### src/rtl/memory_stage.sv
// MEM stage: issues loads/stores to data memory over req/ack, registers results into MW_*,
// stalls upstream during an access, and turns misaligned or timed-out accesses into bubbles.
//
// state  | meaning
// IDLE   | evaluate the XM_* instruction; pass through, flag misalign, or issue a request
// ACCESS | request outstanding; wait for dm_ack or abort when the timeout counter expires
module memory_stage #(
    parameter int unsigned TIMEOUT = 16
) (
    input  logic        clk,
    input  logic        rst,
    input  logic [4:0]  XM_RD,
    input  logic [31:0] XM_B,
    input  logic [31:0] ALUout,
    input  logic        XM_MemWrite,
    input  logic        XM_MemToReg,
    input  logic        XM_RegWrite,
    output logic        dm_req,
    output logic        dm_we,
    output logic [31:0] dm_addr,
    output logic [31:0] dm_wdata,
    input  logic [31:0] dm_rdata,
    input  logic        dm_ack,
    output logic        mem_stall,
    output logic [4:0]  MW_RD,
    output logic [31:0] MW_ALUout,
    output logic [31:0] MW_MemData,
    output logic        MW_MemToReg,
    output logic        MW_RegWrite,
    output logic        misalign,
    output logic        bus_err
);

    typedef enum logic {
        S_IDLE   = 1'b0,
        S_ACCESS = 1'b1
    } state_t;

    localparam logic [7:0] CNT_LAST = 8'(TIMEOUT - 1);

    state_t      r_state;
    state_t      w_state_nxt;
    logic [7:0]  r_cnt;
    logic [7:0]  w_cnt_nxt;

    logic        w_memop;
    logic        w_aligned;
    logic        w_timeout;
    logic        w_stall;

    logic        w_req_nxt;
    logic        w_we_nxt;
    logic [31:0] w_addr_nxt;
    logic [31:0] w_wdata_nxt;
    logic [4:0]  w_rd_nxt;
    logic [31:0] w_aluout_nxt;
    logic [31:0] w_memdata_nxt;
    logic        w_memtoreg_nxt;
    logic        w_regwrite_nxt;
    logic        w_misalign_nxt;
    logic        w_bus_err_nxt;

    assign w_memop   = XM_MemWrite | XM_MemToReg;
    assign w_aligned = (ALUout[1:0] == 2'b00);
    assign w_timeout = (r_state == S_ACCESS) && (r_cnt == CNT_LAST);

    // Gated by reset so the stall drops together with dm_req while reset is held.
    assign mem_stall = rst & w_stall;

    always_comb begin
        w_state_nxt    = r_state;
        w_cnt_nxt      = r_cnt;
        w_stall        = 1'b0;
        w_req_nxt      = dm_req;
        w_we_nxt       = dm_we;
        w_addr_nxt     = dm_addr;
        w_wdata_nxt    = dm_wdata;
        w_rd_nxt       = MW_RD;
        w_aluout_nxt   = MW_ALUout;
        w_memdata_nxt  = MW_MemData;
        w_memtoreg_nxt = MW_MemToReg;
        w_regwrite_nxt = MW_RegWrite;
        w_misalign_nxt = 1'b0;
        w_bus_err_nxt  = 1'b0;

        case (r_state)
            S_IDLE: begin
                if (!w_memop) begin
                    w_rd_nxt       = XM_RD;
                    w_aluout_nxt   = ALUout;
                    w_memtoreg_nxt = XM_MemToReg;
                    w_regwrite_nxt = XM_RegWrite;
                end else if (!w_aligned) begin
                    w_rd_nxt       = XM_RD;
                    w_aluout_nxt   = ALUout;
                    w_memtoreg_nxt = 1'b0;
                    w_regwrite_nxt = 1'b0;
                    w_misalign_nxt = 1'b1;
                end else begin
                    w_stall        = 1'b1;
                    w_state_nxt    = S_ACCESS;
                    w_cnt_nxt      = 8'd0;
                    w_req_nxt      = 1'b1;
                    w_we_nxt       = XM_MemWrite;
                    w_addr_nxt     = ALUout;
                    w_wdata_nxt    = XM_B;
                    w_memtoreg_nxt = 1'b0;
                    w_regwrite_nxt = 1'b0;
                end
            end
            S_ACCESS: begin
                w_stall   = !dm_ack && !w_timeout;
                w_cnt_nxt = r_cnt + 8'd1;
                // Ack is checked first so a same-cycle ack beats the timeout.
                if (dm_ack) begin
                    w_state_nxt    = S_IDLE;
                    w_req_nxt      = 1'b0;
                    if (!dm_we) begin
                        w_memdata_nxt = dm_rdata;
                    end
                    w_rd_nxt       = XM_RD;
                    w_aluout_nxt   = ALUout;
                    w_memtoreg_nxt = XM_MemToReg;
                    w_regwrite_nxt = XM_RegWrite;
                end else if (w_timeout) begin
                    w_state_nxt    = S_IDLE;
                    w_req_nxt      = 1'b0;
                    w_bus_err_nxt  = 1'b1;
                    w_memtoreg_nxt = 1'b0;
                    w_regwrite_nxt = 1'b0;
                end
            end
            default: begin
                w_state_nxt = S_IDLE;
                w_req_nxt   = 1'b0;
            end
        endcase
    end

    always_ff @(posedge clk or negedge rst) begin
        if (!rst) begin
            r_state <= S_IDLE;
            r_cnt   <= 8'd0;
        end else begin
            r_state <= w_state_nxt;
            r_cnt   <= w_cnt_nxt;
        end
    end

    always_ff @(posedge clk or negedge rst) begin
        if (!rst) begin
            dm_req      <= 1'b0;
            dm_we       <= 1'b0;
            dm_addr     <= 32'd0;
            dm_wdata    <= 32'd0;
            MW_RD       <= 5'd0;
            MW_ALUout   <= 32'd0;
            MW_MemData  <= 32'd0;
            MW_MemToReg <= 1'b0;
            MW_RegWrite <= 1'b0;
            misalign    <= 1'b0;
            bus_err     <= 1'b0;
        end else begin
            dm_req      <= w_req_nxt;
            dm_we       <= w_we_nxt;
            dm_addr     <= w_addr_nxt;
            dm_wdata    <= w_wdata_nxt;
            MW_RD       <= w_rd_nxt;
            MW_ALUout   <= w_aluout_nxt;
            MW_MemData  <= w_memdata_nxt;
            MW_MemToReg <= w_memtoreg_nxt;
            MW_RegWrite <= w_regwrite_nxt;
            misalign    <= w_misalign_nxt;
            bus_err     <= w_bus_err_nxt;
        end
    end

endmodule

### config.mk
export PLATFORM = sky130hd
export DESIGN_NAME = memory_stage
export DESIGN_NICKNAME = d
export VERILOG_FILES = /design/src/rtl/memory_stage.sv
export SDC_FILE = /design/constraint.sdc
export NUM_CORES = 1
export LEC_CHECK = 0
export CAP_MARGIN = 20
export CORE_UTILIZATION = 30
export DETAILED_ROUTE_END_ITERATION = 8
export PLACE_DENSITY = 0.6
export SETUP_SLACK_MARGIN = 0.5
export SYNTH_ARGS = -nofsm -noshare
export SYNTH_HDL_FRONTEND = slang
export SYNTH_SLANG_ARGS = --single-unit
### constraint.sdc
create_clock -name clk -period 1.8 [get_ports clk]
set_input_delay 0.18 -clock clk [delete_from_list [all_inputs] [get_ports clk]]
set_output_delay 0.18 -clock clk [all_outputs]
set_load 0.005 [all_outputs]
[Yosys cells after proc, flatten, opt, wreduce, memory -nomap -nowiden]
Cells that the tools add are included.
Storage, ports and cells
  register bits: 148
  bits of input ports: 107
  output and inout port bits: 140
  word-level logic and storage cells: 68
Operators by class
  add/sub/neg operators: 1
  eq/ne operators: 6
  mux-type cells: 34
  bitwise gates (word level): 4
  reduce and logical (&&, ||, !) cells: 10
Operators by type and width (number)
  2-to-1 mux 32 bit: 3
  case mux 32 bit (2 select lines): 1
  2-to-1 mux 1 bit: 18
  2-to-1 mux 8 bit: 2
  case mux 8 bit (2 select lines): 1
  2-to-1 mux 5 bit: 3
  case mux 1 bit (2 select lines): 5
  case mux 5 bit (2 select lines): 1
  AND reduction 3 bit: 3
  adder 8 x 1 -> 8 bit, second input constant: 1
  == test 8 x 4 -> 1 bit, second input constant: 1
  inequality test 2 bit, second input constant: 3
  AND reduction 2 bit: 2
  inequality test 3 x 2 -> 1 bit, second input constant: 1
  inequality test 3 bit, second input constant: 1
  logical AND 1 bit: 2
  zero test 1 bit: 2
  zero test 2 bit: 1
  NOT 1 bit: 2
  bitwise AND 1 bit: 1
  bitwise OR 1 bit: 1

[Depth between registers and ports, before layout]
Gate-level depths: netlist of the first run.
  depth after elaboration: 6
  mapped depth: 6
  depth with buffers taken out: 4

[Worst setup path before layout of the first run]
OpenSTA, ideal clock, no wires.
  path kind: reg2reg
  start point: register r_state
  end point: register MW_ALUout[10]
  setup time: 0.125 ns
  data arrival time: 1.459 ns
  data required time: 1.675 ns
  slack: 0.216 ns
  cell stages (with the launch flop): 5
  buffers on the path: 1
  clock period less this slack: 1.584 ns
  path through: dfrtp_1 -> o21bai_2 -> o21ai_4 -> buf_4 -> mux2_2
Between the ends
  word-level cells in the longest chain between the ends: 3
  elaborated cells between the ends (all ways): 5
  those cells by class: eq/ne: 2; mux: 1; bitwise: 1; reduce/logical: 1
RTL lines
  from (decl): RTL line 41  | state_t r_state;
  from (signal assigned): RTL line 145  | r_state <= w_state_nxt;
  NOT 1 bit (no source line)
  inequality test 3 bit (no source line)
  AND reduction 2 bit (no source line)
  to (signal assigned): RTL line 169  | MW_ALUout <= w_aluout_nxt;
  to (decl): RTL line 26  | output logic [31:0] MW_ALUout,
Several ways; a longest one is shown, not always the timed one.
A chain may end at the register's enable or synchronous reset.

[Final worst setup path of the first run]
  start point: register r_cnt[6]
  end point: output mem_stall
Between the ends
  word-level cells in the longest chain between the ends: 6
RTL lines
  from (decl): RTL line 43  | logic [7:0] r_cnt;
  from (signal assigned): RTL line 146  | r_cnt <= w_cnt_nxt;
  == test 8 x 4 -> 1 bit: RTL line 65  | assign w_timeout = (r_state == S_ACCESS) && (r_cnt == CNT_LAST);
  logical AND 1 bit: RTL line 65
  zero test 1 bit: RTL line 112  | w_stall = !dm_ack && !w_timeout;
  logical AND 1 bit: RTL line 112
  case mux 1 bit (2 select lines): RTL line 86  | case (r_state)
  bitwise AND 1 bit: RTL line 68  | assign mem_stall = rst & w_stall;
  to (decl): RTL line 24  | output logic mem_stall,
Every way passes these cells.

==> key figures, run 1 <==
Outcome
  • Status: finished, violations left
  • Failing checks: negative setup slack

GRT
  • Largest net degree at the start of global routing: 149
  • Global-route usage over all layers: 18.9%
  • Initial antenna violation count: 0
  • Vias in the first global route: 4793
  • GR Overflow Total: 0
  • Wire length of the first global-routing pass: approximately 28000 um

STA
  • Crit share post-route: 107%
  • Final Hold Viols: 0
  • Clk_skew: around 0.0087 ns
  • Setup TNS: -1.39 ns
  • Worst slew pin tran: 0.903 ns
  • Crit path time final: around 1.9 ns
  • Final Max Tran Viols: 0
  • Setup violators final: 26
  • Worst setup margin: -0.128 ns
  • Achievable Freq: 519 MHz
  • Worst hold slack: 0.336 ns
  • RSZ-0062 raised after global routing: yes
  • Max transition margin: 39.8%

Synthesis
  • Synth warn: 0
  • Sequential area share after synthesis: 64.2%
  • Post-synth ARST share: 100%
  • Seq cells post-synth: 148
  • Post-synth EDFFs: 0
  • Leading area contributor after synthesis: dfrtp_1
  • Synth top area share: 64.2%
  • Syn Area/Cell: 16.6 um^2
  • Top FF cell, synth: dfrtp_1
  • Syn nets: 456
  • Synth area leaders: dfrtp_1 (64%), mux2_2 (21%), mux2_4 (6.5%)
  • Cell count after synthesis: 348
  • Cell Area, Synth: 5770 um^2
  • Post-synth cell types: 42

Setup path
  • Worst EP required: 1.62 ns
  • Crit path capture type: output port
  • CP Cell Sequence: or4_4 > o21bai_4 > a21boi_2 > buf_2
  • CP top delay family: simple AND/OR/NAND/NOR gates
  • Crit Path Max Fanout: 2
  • Slowest cell delay on critical path: 0.57 ns
  • Worst EP arrival: 1.75 ns
  • Crit start category: flip-flop
  • Critical path class: flip-flop to output port
  • Worst path slowest cell: or4_4
  • Buffer and inverter count on the worst path: 1

Clock network
  • Clock Latency Late Sink: between 0.4 and 0.5 ns
  • Clock Path Buffers: 2
  • Clk pin slew, worst setup/hold paths: approximately 0.06 ns
  • CTS Buf Count: 17
  • Clock sinks: 148
  • Root Driver: clkbuf_16
  • Htree depth: 4
  • CTS tree: built

Finish
  • Core Util, Final: ~57%
  • N_diodes: 0
  • Layout area overhead: 85.2%
  • Final nets: 801
  • Fillers: around 1500
  • Layout cells sized above 1: around 40%

Placed design
  • Gpl congestion: 0.736
  • Hpwl dp: roughly 10000 um
  • IO Port Bufs: 246
  • DP Worst Slack: -0.278 ns

Floorplan
  • DIE HEIGHT: 141 um
  • Die width: 141 um
  • Row cnt: 50
  • Initial core utilization: 30.7%
  • Die footprint: between 15000 and 20000 um^2
  • Core area: around 19000 um^2
  • I/O Pins: 247

Power and ir drop
  • Max VDD drop: 0.635 mV
  • LEAKAGE: 5.19 nW
  • P per Cell Area: 1110 nW/um^2

Job
  • Total of max-cap violations: 0

Detailed routing
  • Total iterations of the first detailed-routing run: 4
  • Avg WL per Cell: 19.7 um
  • Routed wire length: 18500 um
  • # DRC: 0
  • Post-route ant nets: 0
  • Starting DRC count in detailed routing: ~110
  • Vias per cell: 4.58
  • DR vias: 4293

Hold path
  • Min-delay worst type: primary input to flip-flop
## layout by cell type (no fill, tap or decap), types with 2 or more instances in the layout
| master | synthesis | routed |
|---|---|---|
| nor2b_1 | 2 | 2 |
| o21ai_1 | 0 | 2 |
| nor2_1 | 2 | 2 |
| buf_8 | 0 | 4 |
| clkinv_4 | 0 | 2 |
| bufinv_16 | 0 | 5 |
| nand2_1 | 5 | 5 |
| clkinv_2 | 0 | 3 |
| dlygate4sd2_1 | 0 | 133 |
| clkdlybuf4s50_1 | 0 | 105 |
| nor3_2 | 0 | 2 |
| buf_4 | 3 | 33 |
| and2_4 | 0 | 2 |
| buf_6 | 3 | 32 |
| clkdlybuf4s15_1 | 0 | 6 |
| a22o_1 | 3 | 3 |
| dfrtp_1 | 148 | 148 |
| buf_16 | 0 | 14 |
| buf_12 | 2 | 12 |
| o21bai_4 | 0 | 2 |
| clkbuf_16 | 0 | 17 |
| inv_1 | 2 | 2 |
| mux2_4 | 25 | 133 |
## power breakdown
group          leakage [nW]  switching (mW)  internal, mW
clock                 0.308            1.35          2.47
sequential             1.77           0.424          4.09
combinational          3.11            1.11          2.38
total                  5.19            2.88          8.94
## metal layers
metal | part of all wire (%) | track usage, % | up-vias
met1 | 40 | 21.6 | 2176
li1 | - | - | 1940
met5 | 0 | 0 | -
met3 | 5.8 | 5.88 | 25
met2 | 53 | 33.6 | 152
met4 | 1.6 | 5.95 | 0
## layout make-up
type                    count  area [um^2]  area share, %
inverters                   2         7.51         0.0703
clock buffers              19          443           4.15
well taps                 234          293           2.74
repair buffers            341         3580           33.6
clock inverters            10          183           1.71
multi-input cells         183         2470           23.1
flip-flops and latches    148         3700           34.7
## synth_stat cells (2+ instances only)
cell	instances
o21ai_0	4
clkbuf_1	3
nand2b_1	2
or2_1	2
nor2_1	2
a21oi_1	2
inv_1	2
a22o_1	3
nor2b_1	2
mux2_1	2
nor3_1	3
dfrtp_1	148
nand2_1	5
and2_1	2
mux2_2	106
nand3_1	2
buf_4	3
mux2_4	25
buf_6	3
a21boi_0	2
buf_2	3
buf_12	2
## registers in the layout, indices dropped and copies added, names as in the netlist
name         cells
MW_ALUout       32
MW_MemData      32
dm_addr         32
dm_wdata        32
r_cnt            8
MW_RD            5
MW_MemToReg      1
MW_RegWrite      1
bus_err          1
dm_req           1
dm_we            1
misalign         1
r_state          1
## cells by family after synthesis
logic type / Yosys count / synth area share, %
simple gates: 26 / 2.49
fa+ha+maj: 1 / 0.217
buf+inv: 17 / 2.32
mux: 134 / 27.8
xor+xnor: 2 / 0.304
flops: 148 / 64.2
compound gates: 20 / 2.69
## worst paths after layout
path	start	to	slack, ns	cells past startpoint
min	XM_RegWrite	MW_RegWrite$_DFFE_PN0P_	0.34	3
min in group asynchronous	rst	MW_ALUout[25]$_DFFE_PN0P_	0.45	3
max in group asynchronous	rst	dm_wdata[22]$_DFFE_PN0P_	0.63	3
min reg2reg	dm_wdata[8]$_DFFE_PN0P_	dm_wdata[8]$_DFFE_PN0P_	0.50	1
max reg2reg	r_state$_DFF_PN0_	dm_wdata[11]$_DFFE_PN0P_	-0.07	9
max	r_cnt[6]$_DFFE_PN0P_	mem_stall	-0.13	4
## what timing repair did
| action | in CTS | in global routing |
|---|---|---|
| endpoints found under the hold margin | 148 | 0 |
| pin swaps | 11 | 4 |
| resized for setup | 301 | 32 |
| buffers inserted | 44 | 12 |
| hold buffers | 1 | 0 |
| cloned | 15 | 0 |
| setup endpoints to repair | 284 | 160 |
## metrics by stage
step / instance area [um^2] / cells / power (mW)
6_report: 10700 / 937 / 11.8
2_1_floorplan: 5840 / 348 / 5.56
4_1_cts: 10500 / 925 / 11.8
5_1_grt: 10700 / 937 / 12.4
3_3_place_gp: 8670 / 836 / 7.54
3_5_place_dp: 8670 / 836 / 7.64
## worst min-delay path, cell delays in order
cell and delay (ns):
clkdlybuf4s50_1 0.40, inv_1 0.06, o22ai_1 0.07
Note: power is estimated with default switching activity, not from simulation.
==> run 2, diff against run 1 <==
CAP_MARGIN = unset   (was 20)
CORE_UTILIZATION = 42   (was 30)
PLACE_DENSITY = 0.8   (was 0.6)
==> key figures, run 2 (synthesis results as in run 1) <==
Finish
  • Most frequent cells in the layout: dfrtp_1 (148), mux2_4 (133), dlygate4sd2_1 (124)
  • N_diodes: 0
  • Layout cells sized above 1: 41.3%
  • Final nets: about 820
  • Final Cell Area: 10700 um^2
  • Layout area overhead: 85.6%
  • Most common cell after layout, fill and taps aside: dfrtp_1
  • Fillers: 708
  • Finished Layout Cells: 900

Hold path
  • Min-delay worst type: primary input to flip-flop

GRT
  • Initial antenna violation count: 0
  • Wire length of the first global-routing pass: 29200 um
  • Global-route usage over all layers: 27.7%
  • GR Overflow Total: 0
  • Largest net degree at the start of global routing: 149
  • Vias in the first global route: 4936

Clock network
  • CTS tree: built
  • Clock sinks: approximately 150
  • Htree depth: 4
  • Clk pin slew, worst setup/hold paths: 0.06 ns
  • CTS Buf Count: 17
  • Root Driver: clkbuf_16
  • Clock Latency Late Sink: 0.42 ns
  • Clock Path Buffers: 2

Detailed routing
  • WL met1: between 7000 and 8000 um
  • Metal2 WL: 9910 um
  • DR vias: 4506
  • Vias per cell: between 5 and 6
  • # DRC: 0
  • Met3 routed WL: approximately 1200 um
  • Post-route ant nets: 0
  • Total iterations of the first detailed-routing run: 4
  • Highest Signal Layer: met4
  • Starting DRC count in detailed routing: 182
  • Routed wire length: between 15000 and 20000 um
  • Avg WL per Cell: 21.4 um

Setup path
  • R2R Setup Slk: -0.09 ns
  • Slowest cell delay on critical path: about 0.55 ns
  • Worst path slowest cell: or4_4
  • Worst EP required: 1.62 ns
  • Crit Path Max Fanout: 2
  • CP Cell Sequence: or4_4 > o21bai_4 > a21boi_2 > buf_2
  • Crit path capture type: output port
  • Critical path class: flip-flop to output port
  • Worst EP arrival: 1.77 ns
  • Crit start category: flip-flop

Placed design
  • Placed insts: ~800
  • IO Port Bufs: 246
  • Placed Area: roughly 8600 um^2
  • Gpl congestion: 0.791
  • Hpwl dp: 10000 um

Floorplan
  • Die width: 119 um
  • Initial core utilization: 43.4%
  • Die footprint: around 14000 um^2
  • DIE HEIGHT: 119 um
  • I/O Pins: ~250
  • Core area: 13300 um^2
  • Row cnt: 42

Job
  • Total of max-cap violations: 0

Outcome
  • Status: finished, violations left
  • Failing checks: negative setup slack

STA
  • Worst setup margin: -0.148 ns
  • Clk_skew: 0.00761 ns
  • Crit path time final: 1.95 ns
  • Crit share post-route: 108%
  • Final Hold Viols: 0
  • Final Max Tran Viols: 0
  • Setup violators final: 42
  • RSZ-0062 raised after global routing: yes
  • Worst slew pin tran: 0.873 ns
  • Achievable Freq: just over 500 MHz
  • Max transition margin: 41.8%

Power and ir drop
  • Max VDD drop: approximately 0.84 mV
  • LEAKAGE: 5.23 nW
  • P per Cell Area: 1110 nW/um^2
[run 2: cell types whose count changed in the layout (fill, tap and decap cells not counted), moves of 2 or more]
cell,delta
buf_12,-2
buf_4,+23
buf_6,-4
buf_8,+2
bufinv_16,-2
clkbuf_1,+4
clkdlybuf4s15_1,+8
dlygate4sd2_1,-9
[run 2: path summary, 6_finish.rpt]
| path | cells after the start | endpoint | start |
|---|---|---|---|
| setup reg to reg | 10 | MW_ALUout[8]$_DFFE_PN0P_ | r_state$_DFF_PN0_ |
| hold / removal | 2 | dm_wdata[27]$_DFFE_PN0P_ | XM_B[27] |
| hold reg to reg | 1 | MW_RD[4]$_DFFE_PN0P_ | MW_RD[4]$_DFFE_PN0P_ |
| setup / recovery | 4 | mem_stall | r_cnt[7]$_DFFE_PN0P_ |
| min in group asynchronous | 3 | dm_req$_DFFE_PN0P_ | rst |
| max in group asynchronous | 3 | MW_MemData[1]$_DFFE_PN0P_ | rst |
[run 2: metrics by stage]
step | TNS, ns | setup slack [ns] | hold slack [ns] | utilization (%) | power [mW]
after CTS | -0.0897 | -0.0897 | 0.304 | 78.8 | 11.6
after detailed placement | -13.23 | -0.286 | 0.401 | 64.9 | 7.62
after floorplan | 0 | 0.254 | -0.116 | - | 5.56
final | -1.52 | -0.148 | 0.369 | 80.5 | 11.8
after global placement | -10.78 | -0.273 | 0.387 | 64.9 | 7.51
after global routing | -2.75 | -0.199 | 0.359 | 80.5 | 12.3
[run 2: power breakdown]
| part | switching (mW) | internal [mW] | leakage, nW | total (mW) |
|---|---|---|---|---|
| combinational | 1.19 | 2.48 | 3.18 | 3.68 |
| sequential | 0.464 | 4.09 | 1.77 | 4.55 |
| clock | 1.35 | 2.25 | 0.288 | 3.61 |
[run 2: repair_timing]
item / 4_1_cts / 5_1_grt
cloned: 13 / 0
hold buffers: 1 / 0
resized for setup: 311 / 33
buffers inserted: 56 / 18
hold endpoints to repair: 148 / 0
setup endpoints to repair: 285 / 168
pin swaps: 15 / 11
[run 2: layout make-up]
type	count	area, um^2	share of cell area (%)
clock buffer	24	472	4.41
clock inverter	8	125	1.17
inverter	2	7.51	0.0701
multi-input combinational	183	2500	23.3
sequential	148	3700	34.6
tap	176	220	2.06
timing repair buffer	359	3680	34.4
[run 2: worst max-delay path: cells and delay by family (launching register included)]
family | cells | cell delay (ns)
AOI/OAI and AO/OA | 2 | 0.24
DFF | 1 | 0.41
and+or+nand+nor | 1 | 0.55
buffers and inverters | 1 | 0.14
[run 2: per-layer routing]
metal | track usage [%] | up-vias
met5 | 0 | -
met4 | 11.0 | 0
met3 | 7.42 | 45
met2 | 47.5 | 191
met1 | 33.0 | 2294
li1 | - | 1976
